$ cat config.mk
export PLATFORM = sky130hd
export DESIGN_NAME = snes_multi_ctrl
export DESIGN_NICKNAME = d
export VERILOG_FILES = /design/src/rtl/snes_pkg.sv /design/src/rtl/snes_rx_lane.sv /design/src/rtl/snes_multi_ctrl.sv
export SDC_FILE = /design/constraint.sdc
export NUM_CORES = 1
export LEC_CHECK = 0
export CORE_MARGIN = 2
export CORE_UTILIZATION = 53
export DETAILED_ROUTE_END_ITERATION = 10
export PLACE_DENSITY = 0.77
export SETUP_SLACK_MARGIN = 0.3
export SLEW_MARGIN = 10
export SYNTH_ARGS = -nofsm -noshare
export SYNTH_HDL_FRONTEND = slang
export SYNTH_SLANG_ARGS = --single-unit
$ cat constraint.sdc
create_clock -name clk -period 2.3 [get_ports clk]
set_clock_uncertainty 0.05 [all_clocks]
set_input_delay 0.575 -clock clk [delete_from_list [all_inputs] [get_ports clk]]
set_output_delay 0.575 -clock clk [all_outputs]
set_load 0.02 [all_outputs]
$ cat src/rtl/snes_pkg.sv
// snes_pkg: shared types and constants for the multi-player SNES pad reader.
//   snes_state_t : poll FSM states
//   snes_btn_t   : one pad's 16-bit button word (bit index = shift order)
//   BTN_*        : button indices within snes_btn_t
//   SNES_ID_MASK : the four trailing ID bits; a standard pad drives them high
package snes_pkg;

  typedef enum logic [2:0] {
    ST_IDLE,
    ST_LATCH,
    ST_LOW,
    ST_HIGH,
    ST_DONE
  } snes_state_t;

  typedef logic [15:0] snes_btn_t;

  localparam int BTN_B      = 0;
  localparam int BTN_Y      = 1;
  localparam int BTN_SELECT = 2;
  localparam int BTN_START  = 3;
  localparam int BTN_UP     = 4;
  localparam int BTN_DOWN   = 5;
  localparam int BTN_LEFT   = 6;
  localparam int BTN_RIGHT  = 7;
  localparam int BTN_A      = 8;
  localparam int BTN_X      = 9;
  localparam int BTN_L      = 10;
  localparam int BTN_R      = 11;

  localparam snes_btn_t SNES_ID_MASK = 16'hF000;

  // A pad is considered plugged in when all ID bits read back high; an
  // unplugged line floats/pulls low and fails this check.
  function automatic logic snes_id_ok(input snes_btn_t raw);
    return (raw & SNES_ID_MASK) == SNES_ID_MASK;
  endfunction

endpackage

$ cat src/rtl/snes_rx_lane.sv
// snes_rx_lane: per-player receive path.
//   clk, rst : system clock, synchronous active-high reset
//   serial   : raw asynchronous pad data line
//   sample   : shift the synchronised data bit into the raw word
//   commit   : publish raw word (end of poll)
//   state    : registered button state, 1 = pressed
//   pressed  : one-cycle 0->1 edge pulses, valid only the cycle after commit
//   present  : pad detected on the last committed poll
module snes_rx_lane
  import snes_pkg::*;
(
  input  logic      clk,
  input  logic      rst,
  input  logic      serial,
  input  logic      sample,
  input  logic      commit,
  output snes_btn_t state,
  output snes_btn_t pressed,
  output logic      present
);

  logic [1:0] sync;
  snes_btn_t  raw;
  snes_btn_t  btn_new;
  logic       pres_c;

  // Sync flops reset high so a reset-time read looks like "no buttons".
  always_ff @(posedge clk) begin
    if (rst) sync <= 2'b11;
    else     sync <= {sync[0], serial};
  end

  // Bits arrive B first; shifting in from the top leaves bit 0 = B after 16.
  always_ff @(posedge clk) begin
    if (rst)         raw <= '0;
    else if (sample) raw <= {sync[1], raw[15:1]};
  end

  assign pres_c  = snes_id_ok(raw);
  assign btn_new = pres_c ? ~raw : '0;   // pad lines are active low

  always_ff @(posedge clk) begin
    if (rst) begin
      state   <= '0;
      pressed <= '0;
      present <= 1'b0;
    end else begin
      pressed <= '0;
      if (commit) begin
        state   <= btn_new;
        pressed <= btn_new & ~state;
        present <= pres_c;
      end
    end
  end

endmodule

$ cat src/rtl/snes_multi_ctrl.sv
// snes_multi_ctrl: multi-player SNES controller reader sharing one latch/clock.
//   clk, rst    : system clock, synchronous active-high reset
//   con_serial  : per-player raw pad data (asynchronous)
//   poll_req    : single-cycle poll request (ignored while busy)
//   con_clock   : shared pad clock, idles high
//   con_latch   : shared pad latch, idles low
//   con_state   : per-player button state, 1 = pressed
//   con_pressed : per-player press pulses, coincident with con_valid
//   con_present : per-player pad-detected flag
//   con_valid   : one-cycle pulse when outputs update
//   busy        : high from LATCH entry through DONE
module snes_multi_ctrl
  import snes_pkg::*;
#(
  parameter int NUM_PLAYERS = 2,
  parameter int CLK_DIV     = 300,
  parameter int POLL_CYCLES = 833333
) (
  input  logic                              clk,
  input  logic                              rst,
  input  logic [NUM_PLAYERS-1:0]            con_serial,
  input  logic                              poll_req,
  output logic                              con_clock,
  output logic                              con_latch,
  output logic [NUM_PLAYERS-1:0][15:0]      con_state,
  output logic [NUM_PLAYERS-1:0][15:0]      con_pressed,
  output logic [NUM_PLAYERS-1:0]            con_present,
  output logic                              con_valid,
  output logic                              busy
);

  localparam int PW = $clog2(2 * CLK_DIV);
  localparam int TW = (POLL_CYCLES > 1) ? $clog2(POLL_CYCLES) : 1;

  snes_state_t state, state_nxt;
  logic [PW-1:0] phase;
  logic [3:0]    bit_cnt;
  logic          pending;
  logic          tmr_wrap;
  logic          phase_last;
  logic          start;
  logic          sample;
  logic          commit;

  // LATCH lasts two half periods, every other timed state one.
  assign phase_last = (state == ST_LATCH) ? (phase == PW'(2 * CLK_DIV - 1))
                                          : (phase == PW'(CLK_DIV - 1));

  always_comb begin
    state_nxt = state;
    start     = 1'b0;
    case (state)
      ST_IDLE: if (poll_req || pending) begin
        state_nxt = ST_LATCH;
        start     = 1'b1;
      end
      ST_LATCH: if (phase_last) state_nxt = ST_LOW;
      ST_LOW:   if (phase_last) state_nxt = ST_HIGH;
      ST_HIGH:  if (phase_last) state_nxt = (bit_cnt == 4'd15) ? ST_DONE : ST_LOW;
      ST_DONE:  state_nxt = ST_IDLE;
      default:  state_nxt = ST_IDLE;
    endcase
  end

  always_ff @(posedge clk) begin
    if (rst) state <= ST_IDLE;
    else     state <= state_nxt;
  end

  // Phase restarts on every state change so each state sees 0..N-1.
  always_ff @(posedge clk) begin
    if (rst)                                           phase <= '0;
    else if (state_nxt != state || state == ST_IDLE)   phase <= '0;
    else                                               phase <= phase + 1'b1;
  end

  always_ff @(posedge clk) begin
    if (rst)                                bit_cnt <= '0;
    else if (state == ST_LATCH)             bit_cnt <= '0;
    else if (state == ST_HIGH && phase_last) bit_cnt <= bit_cnt + 1'b1;
  end

  // Free-running poll timer; absent entirely when POLL_CYCLES is 0.
  if (POLL_CYCLES > 0) begin : g_tmr
    logic [TW-1:0] tmr;
    assign tmr_wrap = (tmr == TW'(POLL_CYCLES - 1));
    always_ff @(posedge clk) begin
      if (rst)           tmr <= '0;
      else if (tmr_wrap) tmr <= '0;
      else               tmr <= tmr + 1'b1;
    end
  end else begin : g_no_tmr
    assign tmr_wrap = 1'b0;
  end

  // One-deep: an expiry coinciding with the poll start is served by that poll.
  always_ff @(posedge clk) begin
    if (rst)           pending <= 1'b0;
    else if (start)    pending <= 1'b0;
    else if (tmr_wrap) pending <= 1'b1;
  end

  always_ff @(posedge clk) begin
    if (rst) begin
      con_clock <= 1'b1;
      con_latch <= 1'b0;
      con_valid <= 1'b0;
    end else begin
      con_clock <= (state != ST_LOW);
      con_latch <= (state == ST_LATCH);
      con_valid <= commit;
    end
  end

  assign busy   = (state != ST_IDLE);
  assign sample = (state == ST_LOW) && phase_last;
  assign commit = (state == ST_DONE);

  for (genvar p = 0; p < NUM_PLAYERS; p++) begin : g_lane
    snes_rx_lane u_lane (
      .clk     (clk),
      .rst     (rst),
      .serial  (con_serial[p]),
      .sample  (sample),
      .commit  (commit),
      .state   (con_state[p]),
      .pressed (con_pressed[p]),
      .present (con_present[p])
    );
  end

endmodule
==> metrics <==
most frequent cells in the layout=dfxtp_1, dlygate4sd2_1, nand2_1, nand2b_1, mux2i_1; total grt overflow=0; CTS sink count=143; largest family of logic cells by synthesized area=simple AND/OR/NAND/NOR gates; flip-flop and latch count after synthesis=143; Cell Pwr Density=809 mW/mm^2; number of global-route vias before repair=3,429; clock buffer depth=2; Die Area=0.0103 sq mm; XOR/XNOR Fraction of Synth Area=3.46%; Antenna Cells=0; RSZ-0062 raised after global routing=yes; Worst VDD drop=0.491 mV; Leak=2.94 nW; DP HPWL=6000 um; Nets=589; post-synthesis sequential area ratio=56.6%; Fillers=697; Synthesis Warnings=0; Post-Route WL=9040 um; Skew-Pair Late Insertion Delay=0.52 ns; vias per inst=5.07; row cnt=35; crit path capture type=output pin; Fin Setup TNS=0 ns; post-synthesis adder-cell area fraction=0.990%; post-synthesis compound-gate area fraction=5.30%; Synth Area per Inst=10.3 sq um; critical setup path kind=reg -> out; Cell Area, Synth=0.00506 sq mm; first-pass GRT wire length=15,400 um; Area Growth Syn to Fin=28.2%; commonest non-fill, non-tap cell in the layout=dfxtp_1; MaxCap Viol Count=0; Routed wire per std cell=12.5 um; post-route ant nets=0; I/O pin cnt=75; most used flip-flop cell after synthesis=dfxtp_1; GPL Wtd Cong=0.846; Synth Area in Simple Gates=23.7%; H-tree depth=4; Syn Inst Count=491; initial DRC count=94; WP data required=1.67 ns; min-delay worst type=reg -> reg; DRC Markers=0; largest net degree at the start of global routing=35; f_max=496 MHz; via count=3,659; Period Utilization, post-route=87.7%; CTS Hold Bufs=0; Slew Viols, Final=0; critical path arrival=1.39 ns; DR pass1 iterations=5; Die W=102 um; final hold vios=0; Clock transition at path regs=0.07 ns; Starting Density=54.7%; Unique masters post-synth=44; Startpoint Class=flip-flop; port bufs=74; Post-synth EDFFs=0; crit-path max FO=3; CTS tree=done; status=complete, no violations; min cycle time layout=2.02 ns; layout cells sized above 1=12.1%; Root Buffer=clkbuf_8; Post-synth ARST share=0%; Inserted Clock Buffers=17; global-route usage over all layers=18.6%; mux share of post-synthesis cell area=6.53%; # setup viols final=0; initial antenna violation count=0; core area=0.00924 sq mm; Tot Pwr=5.24 mW; Die Y=102 um
==> synthesized netlist by cell type (3+ instances only) <==
master / number / area, sq um
inv_1: 7 / 26.3
or3_1: 8 / 50.1
nor2_2: 7 / 43.8
nor3_1: 28 / 140
dfxtp_1: 143 / 2860
nor4_1: 4 / 25.0
ha_1: 4 / 50.1
or4_1: 6 / 45.0
xnor2_1: 5 / 43.8
and4_1: 6 / 52.6
o31ai_1: 5 / 37.5
nand3_1: 11 / 55.1
clkbuf_1: 13 / 48.8
o21ai_0: 30 / 150
and3_1: 5 / 31.3
a21oi_1: 11 / 55.1
or2_2: 4 / 25.0
nand2b_1: 36 / 225
nand4_1: 12 / 75.1
mux2i_1: 33 / 330
nand2_1: 38 / 143
and2_1: 8 / 50.1
nand4b_1: 3 / 26.3
buf_4: 4 / 30.0
nor2_1: 23 / 86.3
buf_6: 5 / 56.3
xor2_1: 15 / 131
==> flip-flops by register name, summed over array words and instances (netlist names), 3 cells and up <==
register	flops
g_lane.u_lane.raw	32
bit_cnt	4
g_tmr.tmr	20
g_lane.u_lane.pressed	32
phase	10
g_lane.u_lane.state	32
state	3
g_lane.u_lane.sync	4
==> per-layer routing <==
metal / wire length, um / part of all wire [%] / track usage, % / vias up
met3: 406 / 4.5 / 5.31 / 6
met4: 59 / 0.65 / 6.86 / 0
li1: - / - / - / 1867
met1: 4240 / 47 / 23.7 / 1709
met2: 4340 / 48 / 30.1 / 77
met5: 0 / 0 / 0 / -
==> logic make-up after synthesis <==
logic type / Yosys count
AO/OA/AOI/OAI: 49
XOR/XNOR: 20
adder cells (fa/ha/maj): 4
buffers and inverters: 30
flip-flops: 143
multiplexers: 33
other: 1
AND/OR/NAND/NOR: 211
==> final timing paths <==
| path | endpoint | depth (start not counted) | start | slack (ns) |
|---|---|---|---|---|
| setup reg to reg | phase[0] | 6 | state[2] | 0.41 |
| hold reg to reg | g_lane[0].u_lane.pressed[4] | 1 | g_lane[0].u_lane.state[4] | 0.38 |
| setup / recovery | busy | 2 | state[2] | 0.28 |
| hold / removal | g_lane[0].u_lane.pressed[4] | 1 | g_lane[0].u_lane.state[4] | 0.38 |
==> stage by stage <==
stage / utilization [%] / hold WS (ns) / instances / cell area [sq um] / setup WS, ns
2_1_floorplan: - / 0.339 / 498 / 5080 / 0.521
3_3_place_gp: 64.2 / 0.373 / 687 / 5930 / 0.207
3_5_place_dp: 64.2 / 0.374 / 687 / 5930 / 0.141
4_1_cts: 69.5 / 0.387 / 719 / 6420 / 0.196
5_1_grt: 70.2 / 0.402 / 722 / 6480 / 0.253
6_report: 70.2 / 0.384 / 722 / 6480 / 0.283
==> cell type report <==
type / count / area (sq um) / share of cell area, %
tap: 129 / 161 / 2.49
clock buffer: 18 / 428 / 6.60
multi-input combinational: 325 / 2080 / 32.2
clock inverter: 14 / 144 / 2.22
inverter: 7 / 26.3 / 0.405
timing repair buffer: 86 / 762 / 11.8
sequential: 143 / 2880 / 44.4
==> worst max-delay path, cell delays in order, from the launching register on <==
cell and delay, ns:
dfxtp_4 0.35, or3_4 0.39, buf_6 0.14
==> power breakdown <==
part | internal (mW) | leakage [nW] | switching, mW
registers | 2.50 | 1.16 | 0.0183
clock network | 1.50 | 0.270 | 1.10
logic | 0.0562 | 1.51 | 0.0710
total | 4.05 | 2.94 | 1.19
==> timing repair <==
| action | in CTS | in global routing |
|---|---|---|
| endpoints found under the hold margin | 0 | 0 |
| cloned | 0 | 0 |
| buffers inserted | 0 | 3 |
| pin swaps | 0 | 1 |
| resized for setup | 76 | 12 |
| endpoints found under the setup margin | 100 | 63 |
No activity file was read; power rests on OpenSTA's default activity.
